==> src/rtl/instr_sequencer.sv <==
// instr_sequencer: single-issue instruction sequencer for a systolic array.
// Decodes a small opcode set and turns each accepted instruction into
// address-register updates, fixed-length load bursts or a compute window.
// Every output is driven from a register; the current FSM state is also
// exposed on state_dbg so checkers can bind to it directly.
//
// Handshake: an instruction transfers on a rising edge where
// instr_valid && instr_ready. instr_ready is high only while idle, and
// instruction is ignored in every cycle where instr_ready is low.
module instr_sequencer #(
    parameter int ADDR_W      = 13,
    parameter int ARRAY_N     = 2,
    parameter int COMPUTE_LEN = 3*ARRAY_N-1
) (
    input  logic              clk,
    input  logic              reset,
    input  logic              instr_valid,
    input  logic [ADDR_W+2:0] instruction,
    output logic              instr_ready,
    output logic [ADDR_W-1:0] base_address,
    output logic [ADDR_W-1:0] mem_addr,
    output logic              load_weight,
    output logic              load_input,
    output logic              valid,
    output logic              busy,
    output logic              done,
    output logic              err_opcode,
    output logic              halted,
    output logic [2:0]        state_dbg
);

    // Opcode map; 110 and 111 are reserved and flagged as illegal.
    localparam logic [2:0] OP_NOP         = 3'b000;
    localparam logic [2:0] OP_LOAD_ADDR   = 3'b001;
    localparam logic [2:0] OP_LOAD_WEIGHT = 3'b010;
    localparam logic [2:0] OP_LOAD_INPUT  = 3'b011;
    localparam logic [2:0] OP_COMPUTE     = 3'b100;
    localparam logic [2:0] OP_HALT        = 3'b101;

    // One counter serves both the load bursts and the compute window,
    // so it is sized for the longer of the two.
    localparam int CNT_MAX = (COMPUTE_LEN > ARRAY_N) ? COMPUTE_LEN : ARRAY_N;
    localparam int CNT_W   = (CNT_MAX > 1) ? $clog2(CNT_MAX) : 1;
    localparam logic [CNT_W-1:0] LAST_BEAT    = CNT_W'(ARRAY_N - 1);
    localparam logic [CNT_W-1:0] LAST_COMPUTE = CNT_W'(COMPUTE_LEN - 1);

    typedef enum logic [2:0] {
        S_IDLE    = 3'd0,
        S_LOAD_W  = 3'd1,
        S_LOAD_I  = 3'd2,
        S_COMPUTE = 3'd3,
        S_HALT    = 3'd4
    } state_t;

    state_t             state;
    logic [CNT_W-1:0]   beat_cnt;
    logic [2:0]         opcode;
    logic [ADDR_W-1:0]  imm;
    logic               accept;

    assign state_dbg = state;

    // Split the instruction word and form the transfer condition.
    always_comb begin
        opcode = instruction[ADDR_W+2:ADDR_W];
        imm    = instruction[ADDR_W-1:0];
        accept = instr_valid && instr_ready;
    end

    // Sequencer FSM; all outputs are registered here.
    always_ff @(posedge clk) begin
        if (!reset) begin
            state        <= S_IDLE;
            beat_cnt     <= '0;
            instr_ready  <= 1'b1;
            base_address <= '0;
            mem_addr     <= '0;
            load_weight  <= 1'b0;
            load_input   <= 1'b0;
            valid        <= 1'b0;
            busy         <= 1'b0;
            done         <= 1'b0;
            err_opcode   <= 1'b0;
            halted       <= 1'b0;
        end else begin
            // done and err_opcode are single-cycle pulses.
            done       <= 1'b0;
            err_opcode <= 1'b0;
            case (state)
                S_IDLE: begin
                    if (accept) begin
                        case (opcode)
                            OP_NOP: begin
                            end
                            OP_LOAD_ADDR: begin
                                base_address <= imm;
                            end
                            OP_LOAD_WEIGHT: begin
                                state       <= S_LOAD_W;
                                load_weight <= 1'b1;
                                busy        <= 1'b1;
                                instr_ready <= 1'b0;
                                mem_addr    <= base_address;
                                beat_cnt    <= '0;
                            end
                            OP_LOAD_INPUT: begin
                                state       <= S_LOAD_I;
                                load_input  <= 1'b1;
                                busy        <= 1'b1;
                                instr_ready <= 1'b0;
                                mem_addr    <= base_address;
                                beat_cnt    <= '0;
                            end
                            OP_COMPUTE: begin
                                // mem_addr keeps its last value during compute.
                                state       <= S_COMPUTE;
                                valid       <= 1'b1;
                                busy        <= 1'b1;
                                instr_ready <= 1'b0;
                                beat_cnt    <= '0;
                            end
                            OP_HALT: begin
                                state       <= S_HALT;
                                halted      <= 1'b1;
                                instr_ready <= 1'b0;
                            end
                            default: begin
                                err_opcode <= 1'b1;
                            end
                        endcase
                    end
                end
                S_LOAD_W, S_LOAD_I: begin
                    if (beat_cnt == LAST_BEAT) begin
                        state       <= S_IDLE;
                        load_weight <= 1'b0;
                        load_input  <= 1'b0;
                        busy        <= 1'b0;
                        done        <= 1'b1;
                        instr_ready <= 1'b1;
                    end else begin
                        // Address wraps naturally at 2^ADDR_W.
                        beat_cnt <= beat_cnt + CNT_W'(1);
                        mem_addr <= mem_addr + ADDR_W'(1);
                    end
                end
                S_COMPUTE: begin
                    if (beat_cnt == LAST_COMPUTE) begin
                        state       <= S_IDLE;
                        valid       <= 1'b0;
                        busy        <= 1'b0;
                        done        <= 1'b1;
                        instr_ready <= 1'b1;
                    end else begin
                        beat_cnt <= beat_cnt + CNT_W'(1);
                    end
                end
                S_HALT: begin
                    // Only reset leaves HALT.
                end
                default: begin
                    state       <= S_IDLE;
                    instr_ready <= 1'b1;
                    busy        <= 1'b0;
                    load_weight <= 1'b0;
                    load_input  <= 1'b0;
                    valid       <= 1'b0;
                    halted      <= 1'b0;
                end
            endcase
        end
    end

endmodule

==> config.mk <==
export PLATFORM = sky130hd
export DESIGN_NAME = instr_sequencer
export DESIGN_NICKNAME = d
export VERILOG_FILES = /design/src/rtl/instr_sequencer.sv
export SDC_FILE = /design/constraint.sdc
export NUM_CORES = 1
export LEC_CHECK = 0
export ABC_CLOCK_PERIOD_IN_PS = 3900
export CAP_MARGIN = 20
export CELL_PAD_IN_SITES_DETAIL_PLACEMENT = 0
export CELL_PAD_IN_SITES_GLOBAL_PLACEMENT = 2
export CORE_UTILIZATION = 30
export DETAILED_ROUTE_END_ITERATION = 7
export GPL_ROUTABILITY_DRIVEN = 1
export PLACE_DENSITY = 0.94
export RECOVER_POWER = 25
export SYNTH_ARGS = -nofsm -noshare
export SYNTH_HDL_FRONTEND = slang
export SYNTH_SLANG_ARGS = --single-unit
==> constraint.sdc <==
create_clock -name clk -period 3.9 [get_ports clk]
set_input_delay 0.39 -clock clk [delete_from_list [all_inputs] [get_ports clk]]
set_output_delay 0.39 -clock clk [all_outputs]
set_load 0.05 [all_outputs]
== Word-level counts from Yosys, hierarchy flattened ==
Index checks and enable logic that the tools add are counted.

* Flip-flop bits (word level): 40
* Bits of input ports: 19
* Output and inout bits: 37
* Word-level logic and storage cells: 106

* $add $sub $neg: 2
* Eq/ne operators: 24
* Multiplexer cells: 40
* Bitwise logic cells: 4
* Reductions and logical operators: 24

{| class="wikitable"
|+ Operators with widths
! operator !! number
|-
| 2-to-1 mux 13 bit || 3
|-
| one-hot mux 13 bit (2 select lines) || 1
|-
| one-hot mux 3 bit (4 select lines) || 2
|-
| inequality test 2 bit, second input constant || 11
|-
| 2-to-1 mux 3 bit || 7
|-
| AND reduction 5 bit || 4
|-
| 2-to-1 mux 1 bit || 19
|-
| AND reduction 4 bit || 4
|-
| adder 13 x 1 -> 13 bit, second input constant || 1
|-
| equality test 3 x 2 -> 1 bit, second input constant || 4
|-
| equality test 3 bit, second input constant || 4
|-
| equality test 3 x 1 -> 1 bit, second input constant || 3
|-
| one-hot mux 1 bit (3 select lines) || 3
|-
| one-hot mux 3 bit (3 select lines) || 1
|-
| AND reduction 3 bit || 3
|-
| one-hot mux 1 bit (4 select lines) || 2
|-
| OR reduction 4 bit || 2
|-
| logical NOT 3 bit || 2
|-
| OR reduction 2 bit || 3
|-
| OR reduction 3 bit || 2
|-
| OR reduction 6 bit || 1
|-
| inequality test 5 x 4 -> 1 bit, second input constant || 1
|-
| NOT 1 bit || 4
|-
| one-hot mux 1 bit (2 select lines) || 2
|-
| 5 further kinds || 5
|}

== Depth between registers and ports, before layout ==
Gate-level depths: netlist of run 1.

* Word-level depth: 5
* Depth in mapped cells: 8
* Mapped depth without buffers: 7

== Least setup slack after synthesis of run 1 ==
No wires, ideal clock.

* Path kind: register to register
* From: reg state[1] (netlist: state_dbg[1])
* To: reg mem_addr[5]
* Data arrival time: 1795 ps
* Data required time: 3777 ps
* Setup slack: 1982 ps
* Cell stages (with the launch flop): 8
* Path buffers: 3
* Cells stage by stage: dfxtp_1 > buf_4 > xnor2_4 > or2_2 > buf_2 > buf_6 > a211oi_1 > nor3_1

* Word-level cells in the longest chain between the ends: 4
* Elaborated cells on any way between the ends: 10
* Classes of those cells: eq/ne (5); mux (1); reduce/logical (4)

{| class="wikitable"
|+ Ends and longest elaborated chain
! element !! line !! text
|-
| start: declaration || 55 || <nowiki>state_t state;</nowiki>
|-
| start signal: assignment || 73 || <nowiki>state <= S_IDLE;</nowiki>
|-
| start signal: assignment || 99 || <nowiki>state <= S_LOAD_W;</nowiki>
|-
| start signal: assignment || 107 || <nowiki>state <= S_LOAD_I;</nowiki>
|-
| equality test 3 x 1 -> 1 bit / equality test 3 x 2 -> 1 bit (equally long branches) || 89 || <nowiki>case (state)</nowiki>
|-
| OR reduction 2 bit || 89 ||
|-
| inequality test 2 bit (no source line) / nonzero test 2 bit (equally long branches) || n/a ||
|-
| AND reduction 4 bit (no source line) || n/a ||
|-
| end signal: assignment || 103 || <nowiki>mem_addr <= base_address;</nowiki>
|-
| end signal: assignment || 111 || <nowiki>mem_addr <= base_address;</nowiki>
|-
| end signal: assignment || 144 || <nowiki>mem_addr <= mem_addr + ADDR_W'(1);</nowiki>
|-
| end: declaration || 21 || <nowiki>output logic [ADDR_W-1:0] mem_addr,</nowiki>
|}

Several ways; a longest one is shown, not always the timed one.
A chain may end at the register's enable or synchronous reset.

== Worst setup path after layout of run 1 ==
* From: in instruction[14]
* To: reg mem_addr[5]

* Word-level cells in the longest chain between the ends: 4
* Elaborated cells on any way between the ends: 5
* Classes of those cells: eq/ne (3); reduce/logical (2)

{| class="wikitable"
|+ Ends and longest elaborated chain
! element !! line !! text
|-
| start: declaration || 18 || <nowiki>input logic [ADDR_W+2:0] instruction,</nowiki>
|-
| equality test 3 x 2 -> 1 bit || 92 || <nowiki>case (opcode)</nowiki>
|-
| OR reduction 2 bit (no source line) * || n/a ||
|-
| inequality test 2 bit (no source line) * || n/a ||
|-
| AND reduction 4 bit (no source line) * || n/a ||
|}

Mark *: on every way between the ends. The rest lies on a longest branch, timed or not.

==> results.py, run 1 <==
metrics = {
    "routing": {
        "wl_met2_um": 2400,
        "drc": 0,
        "routed.top_layer": "met4",
        "dr_total_vias": 1923,
        "met1_length_um": 2650,
        "first_iter_violations": 87,
        "wl_um": 5360,
        "ant_nets": 0,
        "vias_per_cell": 5.21,
        "dr.pass1.iters": 4,
        "wire_per_inst_um": 14.5,
        "wl_met3_um": 265,
    },
    "timing": {
        "tightest_slew_ns": 1.01,
        "fin_setup_tns_ns": 0,
        "fin_crit_ns": 2.71,
        "fmax_mhz": 369,
        "period_share": 0.695,
        "skew_ns": 0.0150,
        "rsz0062_at_grt": "false",
        "finalHoldViolations": 0,
        "maxSlewHeadroom": 0.323,
        "drv_slew": 0,
        "setup_viol": 0,
        "whs_ns": 0.450,
    },
    "die": {
        "dieArea_sq_mm": 0.00730,
        "pin_count": 56,
        "rows": 30,
        "chipHeight_um": 85.4,
        "die_w_um": 85.4,
        "core_area_sq_mm": 0.00676,
        "start_util": 0.309,
    },
    "clock_tree": {
        "tritoncts.num_buffers": 5,
        "cts_tree": "built",
        "cts_sinks": 40,
        "insertion_delay_ns": 0.30,
        "ctsLongestPathBuffers": 2,
        "hold_buffers": 0,
        "cts_max_level": 2,
        "cts_resized": 0,
        "path_clk_slew_ns": 0.09,
        "cts-root-buf": "clkbuf_8",
        "cts_setup_buffers": 0,
    },
    "synth": {
        "synth_warnings": 0,
        "ys_seq_area_frac": 0.383,
        "ys_ff_latch": 40,
        "netlist_area_sq_mm": 0.00209,
        "yosysUniqueCellTypes": 50,
        "synthesis.area_per_instance_sq_um": 8.66,
        "syn_nets": 264,
        "synth_top_flop_cell": "dfxtp_1",
        "synth_edf_count": 0,
        "synthCells": 241,
        "ys_async_sr_fraction": 0,
    },
    "pwr": {
        "p_sw_w": 0.000291,
        "power_frac_seq": 0.452,
        "p_leak_nw": 1.05,
        "p_int_w": 0.000686,
        "peakVddDrop_mv": 0.203,
        "sw_frac_of_total": 0.298,
        "combPwrFrac": 0.190,
        "power.density_mw_per_mm2": 359,
        "clockPowerShare": 0.358,
    },
    "finish": {
        "layout_common_cells": "dfxtp_1 (40), clkdlybuf4s50_1 (39), nor2_1 (31)",
        "num_antenna_cells": 0,
        "drive_gt1_frac": 0.0692,
        "fillers": 695,
        "area_growth_pct": 30.2,
        "final_common_cell": "dfxtp_1",
        "nets": 311,
    },
    "placement": {
        "hpwl_um": 3870,
        "gp_congestion": 0.817,
        "portBuffers": 55,
    },
    "critical_path": {
        "critPathLaunchType": "input port",
        "cpLargestDelayFamily": "simple AND/OR/NAND/NOR gates",
        "crit_chain": "dlygate4sd3_1, or2b_2, nor3_1, nor2_2, a211oi_1, nor3_1",
        "criticalPathCategory": "input port to register",
        "crit_top_cell": "nor3_1",
        "slowest_stage": "nor3_1",
        "critPathMaxStageDelay_ns": 0.83,
        "cp_data_arrival_time_ns": 2.87,
        "worst-path-max-fanout": 13,
        "cp-end-kind": "register",
        "worst-path-buf-inv": 1,
        "crit_required_ns": 4.06,
    },
    "global_routing": {
        "grt_max_degree": 26,
        "grt_use_total": 0.153,
        "antenna_found_initial": 0,
        "grt_pass1_vias": 1800,
        "grt_pass1_wl_um": 8910,
        "overflow": 0,
    },
    "run_status": {
        "status": "complete, no violations",
    },
    "flow_run": {
        "cap_viol_max_count": 0,
    },
    "min_path": {
        "min_path_type": "register to register",
    },
}
==> flip-flops by register name (all words and copies together), names as in the netlist <==
name          flops
busy              1
state_dbg         3
load_weight       1
done              1
valid             1
beat_cnt          3
base_address     13
halted            1
mem_addr         13
err_opcode        1
instr_ready       1
load_input        1
==> synth_stat cells (2+ instances only) <==
| cell type | count | area share |
|---|---|---|
| a2bb2oi_1 | 3 | 0.013 |
| mux2i_1 | 16 | 0.077 |
| nand2b_1 | 3 | 0.0090 |
| a211oi_1 | 2 | 0.0072 |
| a31oi_1 | 5 | 0.015 |
| inv_1 | 6 | 0.011 |
| nand3_1 | 9 | 0.022 |
| nor2_2 | 2 | 0.0060 |
| o21ai_0 | 10 | 0.024 |
| o221a_2 | 2 | 0.011 |
| clkbuf_1 | 5 | 0.0090 |
| a21boi_0 | 2 | 0.0072 |
| dfxtp_1 | 40 | 0.38 |
| ha_1 | 4 | 0.024 |
| or3_1 | 2 | 0.0060 |
| nor3_1 | 8 | 0.019 |
| a22oi_1 | 3 | 0.011 |
| a21oi_1 | 19 | 0.046 |
| or2_1 | 2 | 0.0060 |
| nand3b_1 | 4 | 0.014 |
| nand2_1 | 17 | 0.031 |
| o211ai_1 | 5 | 0.018 |
| o21ai_1 | 2 | 0.0048 |
| nor4_1 | 5 | 0.015 |
| and2_1 | 2 | 0.0060 |
| o22ai_1 | 2 | 0.0060 |
| or2_2 | 2 | 0.0060 |
| nor2_1 | 31 | 0.056 |
| buf_6 | 7 | 0.038 |
==> per-layer routing <==
| layer | vias up | GRT usage |
|---|---|---|
| li1 | 974 | - |
| met1 | 895 | 0.216 |
| met2 | 52 | 0.236 |
| met3 | 2 | 0.0302 |
| met4 | 0 | 0.0470 |
| met5 | - | 0 |
==> worst reg2reg max path: cells and delay by family (launching register included) <==
kind	cells	cell delay, ns
AND/OR/NAND/NOR	4	1.59
AO/OA/AOI/OAI	1	0.37
flip-flops	1	0.49
==> power groups by stage <==
stage / logic (W) / clock network (W) / registers (W)
finish: 0.000185 / 0.000350 / 0.000442
global placement: 0.000189 / 0 / 0.000452
detailed placement: 0.000190 / 0 / 0.000452
global route: 0.000200 / 0.000377 / 0.000445
CTS: 0.000190 / 0.000359 / 0.000442
floorplan: 0.0000910 / 0 / 0.000493
==> cell families (layout without fill, tap and decap cells) <==
kind of cell	Yosys count	in the layout	synth area share
multiplexers	16	16	0.0767
XOR/XNOR	1	1	0.0132
AND/OR/NAND/NOR	97	97	0.239
flip-flops	40	40	0.383
adder cells (fa/ha/maj)	4	4	0.0240
buffers and inverters	21	69	0.0701
AO/OA/AOI/OAI	62	62	0.194
==> per-stage QoR <==
| step | power (W) | setup WS (ns) | utilization | instances | instance area, sq um |
|---|---|---|---|---|---|
| after floorplan | 0.000584 | 1.98 | - | 241 | 2090 |
| after global placement | 0.000641 | 1.52 | 0.387 | 361 | 2620 |
| after detailed placement | 0.000641 | 1.52 | 0.387 | 361 | 2620 |
| after CTS | 0.000991 | 1.62 | 0.404 | 369 | 2730 |
| after global routing | 0.00102 | 1.01 | 0.402 | 369 | 2720 |
| final | 0.000977 | 1.19 | 0.402 | 369 | 2720 |
==> path summary, 6_finish.rpt <==
check	endpoint	depth (start not counted)	slack [ns]	start
worst min-delay path	busy	2	0.45	busy
worst max register to register	mem_addr[5]	5	1.32	state_dbg[2]
worst max-delay path	mem_addr[5]	6	1.19	instruction[14]
worst min register to register	busy	2	0.45	busy
==> area by class of cell <==
| cell class | count | area (sq um) | share of cell area |
|---|---|---|---|
| clock buffer | 5 | 68.8 | 0.0253 |
| inverter | 6 | 22.5 | 0.00828 |
| sequential | 40 | 801 | 0.295 |
| tap | 80 | 100 | 0.0368 |
| clock inverter | 3 | 46.3 | 0.0170 |
| multi-input combinational | 180 | 1130 | 0.416 |
| timing repair buffer | 55 | 551 | 0.202 |
Note: power is estimated with default switching activity, not from simulation.
==> run 2, diff against run 1 <==
ABC_CLOCK_PERIOD_IN_PS = 2700   (was 3900)
CORE_UTILIZATION = 28   (was 30)
PLACE_DENSITY = 0.89   (was 0.94)
clock period = 2.7 ns   (was 3.9 ns; I/O delays follow)
==> run 2 against run 1 <==
Critical path depth decreased by 1. Non-clock buffer count is 6 higher. Global-route usage decreased by 0.90 points. Critical endpoint is now mem_addr[3].
==> results.py, run 2 (synthesis gave the netlist of run 1 again) <==
metrics = {
    "die": {
        "start_util": 0.289,
        "pin_count": 56,
        "chipHeight_um": 88.4,
        "rows": 31,
        "core_area_sq_mm": 0.00721,
        "dieArea_sq_mm": 0.00781,
        "die_w_um": 88.4,
    },
    "clock_tree": {
        "cts-root-buf": "clkbuf_8",
        "cts_setup_buffers": 0,
        "cts_resized": 0,
        "cts_max_level": 2,
        "cts_tree": "built",
        "path_clk_slew_ns": 0.09,
        "insertion_delay_ns": 0.30,
        "hold_buffers": 0,
        "cts_sinks": 40,
        "ctsLongestPathBuffers": 2,
        "tritoncts.num_buffers": 5,
    },
    "routing": {
        "vias_per_cell": 4.85,
        "first_iter_violations": 100,
        "dr_total_vias": 1910,
        "wl_um": 5480,
        "wire_per_inst_um": 13.9,
        "drc": 0,
        "dr.pass1.iters": 4,
        "ant_nets": 0,
    },
    "finish": {
        "reg_top3": "base_address x13, mem_addr x13",
        "num_antenna_cells": 0,
        "drive_gt1_frac": 0.0881,
        "layout_common_cells": "clkdlybuf4s50_1 (43), dfxtp_1 (40), nor2_1 (31)",
        "nets": 317,
        "fin_cells": 394,
        "final_common_cell": "clkdlybuf4s50_1",
        "area_growth_pct": 32.8,
        "fillers": 772,
    },
    "global_routing": {
        "overflow": 0,
        "antenna_found_initial": 0,
        "grt_pass1_wl_um": 8690,
        "grt_max_degree": 18,
        "grt_use_total": 0.144,
        "grt_pass1_vias": 1699,
    },
    "placement": {
        "dpl.cell_count": 386,
        "portBuffers": 55,
        "hpwl_um": 4150,
        "gp_congestion": 0.789,
    },
    "timing": {
        "maxSlewHeadroom": 0.626,
        "fin_crit_ns": 2.16,
        "tightest_slew_ns": 0.560,
        "finalHoldViolations": 0,
        "skew_ns": 0.00691,
        "drv_slew": 0,
        "setup_viol": 0,
        "period_share": 0.801,
        "fmax_mhz": 463,
        "rsz0062_at_grt": "false",
        "fin_setup_tns_ns": 0,
    },
    "flow_run": {
        "cap_viol_max_count": 0,
    },
    "run_status": {
        "status": "complete, no violations",
    },
    "critical_path": {
        "cp-end-kind": "register",
        "criticalPathCategory": "register to register",
        "worst-path-max-fanout": 13,
        "cp_data_arrival_time_ns": 2.36,
        "critPathLaunchType": "register",
        "crit_required_ns": 2.90,
    },
    "pwr": {
        "p_leak_nw": 1.05,
        "peakVddDrop_mv": 0.202,
        "power.density_mw_per_mm2": 478,
        "finalPower_w": 0.00133,
    },
    "min_path": {
        "min_path_type": "register to register",
    },
}
==> run 2: report_power, final <==
group	internal (W)	switching [W]
combinational	0.000107	0.000172
sequential	0.000611	0.0000249
clock	0.000183	0.000228
==> run 2: area by class of cell <==
| class | instances | area (sq um) | area share |
|---|---|---|---|
| clock inverter | 3 | 23.8 | 0.00857 |
| clock buffer | 5 | 68.8 | 0.0248 |
| inverter | 6 | 22.5 | 0.00812 |
| timing repair buffer | 61 | 592 | 0.213 |
| multi-input combinational | 180 | 1140 | 0.412 |
| tap | 99 | 124 | 0.0447 |
| sequential | 40 | 801 | 0.289 |
==> run 2: path summary, 6_finish.rpt <==
kind,from,to,slack [ns],cells past startpoint
max reg2reg,state_dbg[0],mem_addr[3],0.54,5
max,state_dbg[0],mem_addr[3],0.54,5
min,busy,busy,0.44,2
min reg2reg,busy,busy,0.44,2
==> run 2: routing by layer <==
layer | routed length (um) | share of wire | global-route usage
met1 | 2790 | 0.51 | 0.210
met2 | 2400 | 0.44 | 0.211
met3 | 260 | 0.047 | 0.0326
met4 | 30 | 0.0055 | 0.0440
met5 | 0 | 0 | 0
==> run 2: stage by stage <==
stage | area (sq um) | setup WS (ns) | util | hold WS, ns
2_1_floorplan | 2090 | 0.782 | - | 0.381
3_3_place_gp | 2680 | 0.442 | 0.372 | 0.438
3_5_place_dp | 2680 | 0.477 | 0.372 | 0.440
4_1_cts | 2780 | 0.570 | 0.385 | 0.452
5_1_grt | 2770 | 0.421 | 0.384 | 0.470
6_report | 2770 | 0.538 | 0.384 | 0.445
==> run 2: worst max-delay path: stages (launching register included) <==
cell and delay [ns]:
dfxtp_1 0.66, or2_0 0.46, nor3_4 0.12, nor2_2 0.46, a2bb2oi_1 0.30, nor2_1 0.06
==> run 3, diff against run 2 <==
ABC_CLOCK_PERIOD_IN_PS = 2160   (was 2700)
clock period = 2.16 ns   (was 2.7 ns; I/O delays follow)
==> run 3 against run 2 <==
Sequential share of layout area fell by 0.46 points. Register-to-register slack got worse by 0.38 ns. Via count rose by 2.3%. Global-route usage rose by 0.18 points. Total power rose by 33%. Count of clock-buffer cells in the layout rose by 1. First-iteration DRC count rose by 41%. Critical path type is now register to output port. Largest cell class unchanged. Largest power group unchanged.
==> results.py, run 3 (synthesis gave the netlist of run 1 again) <==
metrics = {
    "pwr": {
        "p_leak_nw": 1.09,
        "finalPower_w": 0.00176,
        "power.density_mw_per_mm2": 625,
        "peakVddDrop_mv": 0.234,
    },
    "die": {
        "rows": 31,
        "start_util": 0.289,
        "chipHeight_um": 88.4,
        "die_w_um": 88.4,
        "pin_count": 56,
        "core_area_sq_mm": 0.00721,
        "dieArea_sq_mm": 0.00781,
    },
    "routing": {
        "wl_met2_um": 2330,
        "ant_nets": 0,
        "drc": 0,
        "wl_um": 5500,
        "vias_per_cell": 4.90,
        "met1_length_um": 2810,
        "wl_met3_um": 288,
        "first_iter_violations": 141,
        "wire_per_inst_um": 13.8,
        "routed.top_layer": "met4",
        "dr_total_vias": 1954,
        "dr.pass1.iters": 6,
    },
    "global_routing": {
        "grt_pass1_wl_um": 8770,
        "grt_max_degree": 26,
        "grt_pass1_vias": 1725,
        "overflow": 0,
        "antenna_found_initial": 0,
        "grt_use_total": 0.146,
    },
    "timing": {
        "period_share": 0.952,
        "tightest_slew_ns": 0.812,
        "drv_slew": 0,
        "maxSlewHeadroom": 0.458,
        "fmax_mhz": 486,
        "fin_setup_tns_ns": 0,
        "skew_ns": 0.00784,
        "fin_crit_ns": 2.06,
        "finalHoldViolations": 0,
        "whs_ns": 0.445,
        "rsz0062_at_grt": "false",
        "setup_viol": 0,
    },
    "clock_tree": {
        "cts_max_level": 2,
        "cts-root-buf": "clkbuf_8",
        "cts_tree": "built",
        "hold_buffers": 0,
        "path_clk_slew_ns": 0.08,
        "tritoncts.num_buffers": 5,
        "cts_sinks": 40,
        "ctsLongestPathBuffers": 2,
        "cts_setup_buffers": 0,
        "cts_resized": 0,
        "insertion_delay_ns": 0.30,
    },
    "critical_path": {
        "cp_data_arrival_time_ns": 1.84,
        "r2r-start": "state_dbg[1]",
        "worst-path-buf-inv": 1,
        "crit_chain": "clkdlybuf4s50_1",
        "worstSetupStartpoint": "state_dbg[1]",
        "critPathMaxStageDelay_ns": 0.90,
        "crit_required_ns": 1.94,
        "criticalPathCategory": "register to output port",
        "critPathLaunchType": "register",
        "cp-end-kind": "output port",
        "cpLargestDelayFamily": "buffers and inverters",
        "slowest_stage": "clkdlybuf4s50_1",
        "worst-path-max-fanout": 12,
    },
    "placement": {
        "dpl.cell_count": 391,
        "hpwl_um": 4060,
        "gp_congestion": 0.783,
        "portBuffers": 55,
    },
    "finish": {
        "area_growth_pct": 34.9,
        "final_common_cell": "clkdlybuf4s50_1",
        "nets": 322,
        "layout_common_cells": "clkdlybuf4s50_1 (42), dfxtp_1 (40), nor2_1 (31)",
        "reg_top3": "base_address x13, mem_addr x13",
        "drive_gt1_frac": 0.0933,
        "fin_cells": 399,
        "num_antenna_cells": 0,
    },
    "min_path": {
        "worstHoldStart": "busy",
        "min_path_type": "register to register",
    },
    "flow_run": {
        "cap_viol_max_count": 0,
    },
    "run_status": {
        "status": "complete, no violations",
    },
}
run 3: through the flow:
stage          area [sq um]  setup slack, ns   util
2_1_floorplan          2090            0.242      -
3_3_place_gp           2720            0.137  0.377
3_5_place_dp           2720            0.118  0.377
4_1_cts                2830           0.0860  0.392
5_1_grt                2820           0.0113  0.391
6_report               2820            0.103  0.391
run 3: routing by layer:
metal	vias up	GRT usage
met5	-	0
met4	0	0.0484
met3	7	0.0299
met2	56	0.202
met1	899	0.222
li1	992	-
run 3: power breakdown:
part | switching [W] | total [W] | internal, W
clock network | 0.000270 | 0.000613 | 0.000343
registers | 0.0000285 | 0.000793 | 0.000764
logic | 0.000218 | 0.000356 | 0.000138
run 3: path summary, 6_finish.rpt:
check / slack [ns] / cells after the start / to
worst min-delay path: 0.44 / 2 / busy
worst min register to register: 0.44 / 2 / busy
worst max register to register: 0.16 / 5 / mem_addr[8]
worst max-delay path: 0.10 / 1 / state_dbg[1]
run 3: area by class of cell:
cell class,count,area (sq um)
clock buffer,6,72.6
clock inverter,2,35.0
tap,99,124
sequential,40,801
multi-input combinational,180,1140
inverter,6,22.5
timing repair buffer,66,622
fill,757,4400
run 3: tightest hold or removal path, stage by stage (launching register included):
cell and delay (ns):
dfxtp_1 0.31, inv_1 0.04, a21oi_1 0.05
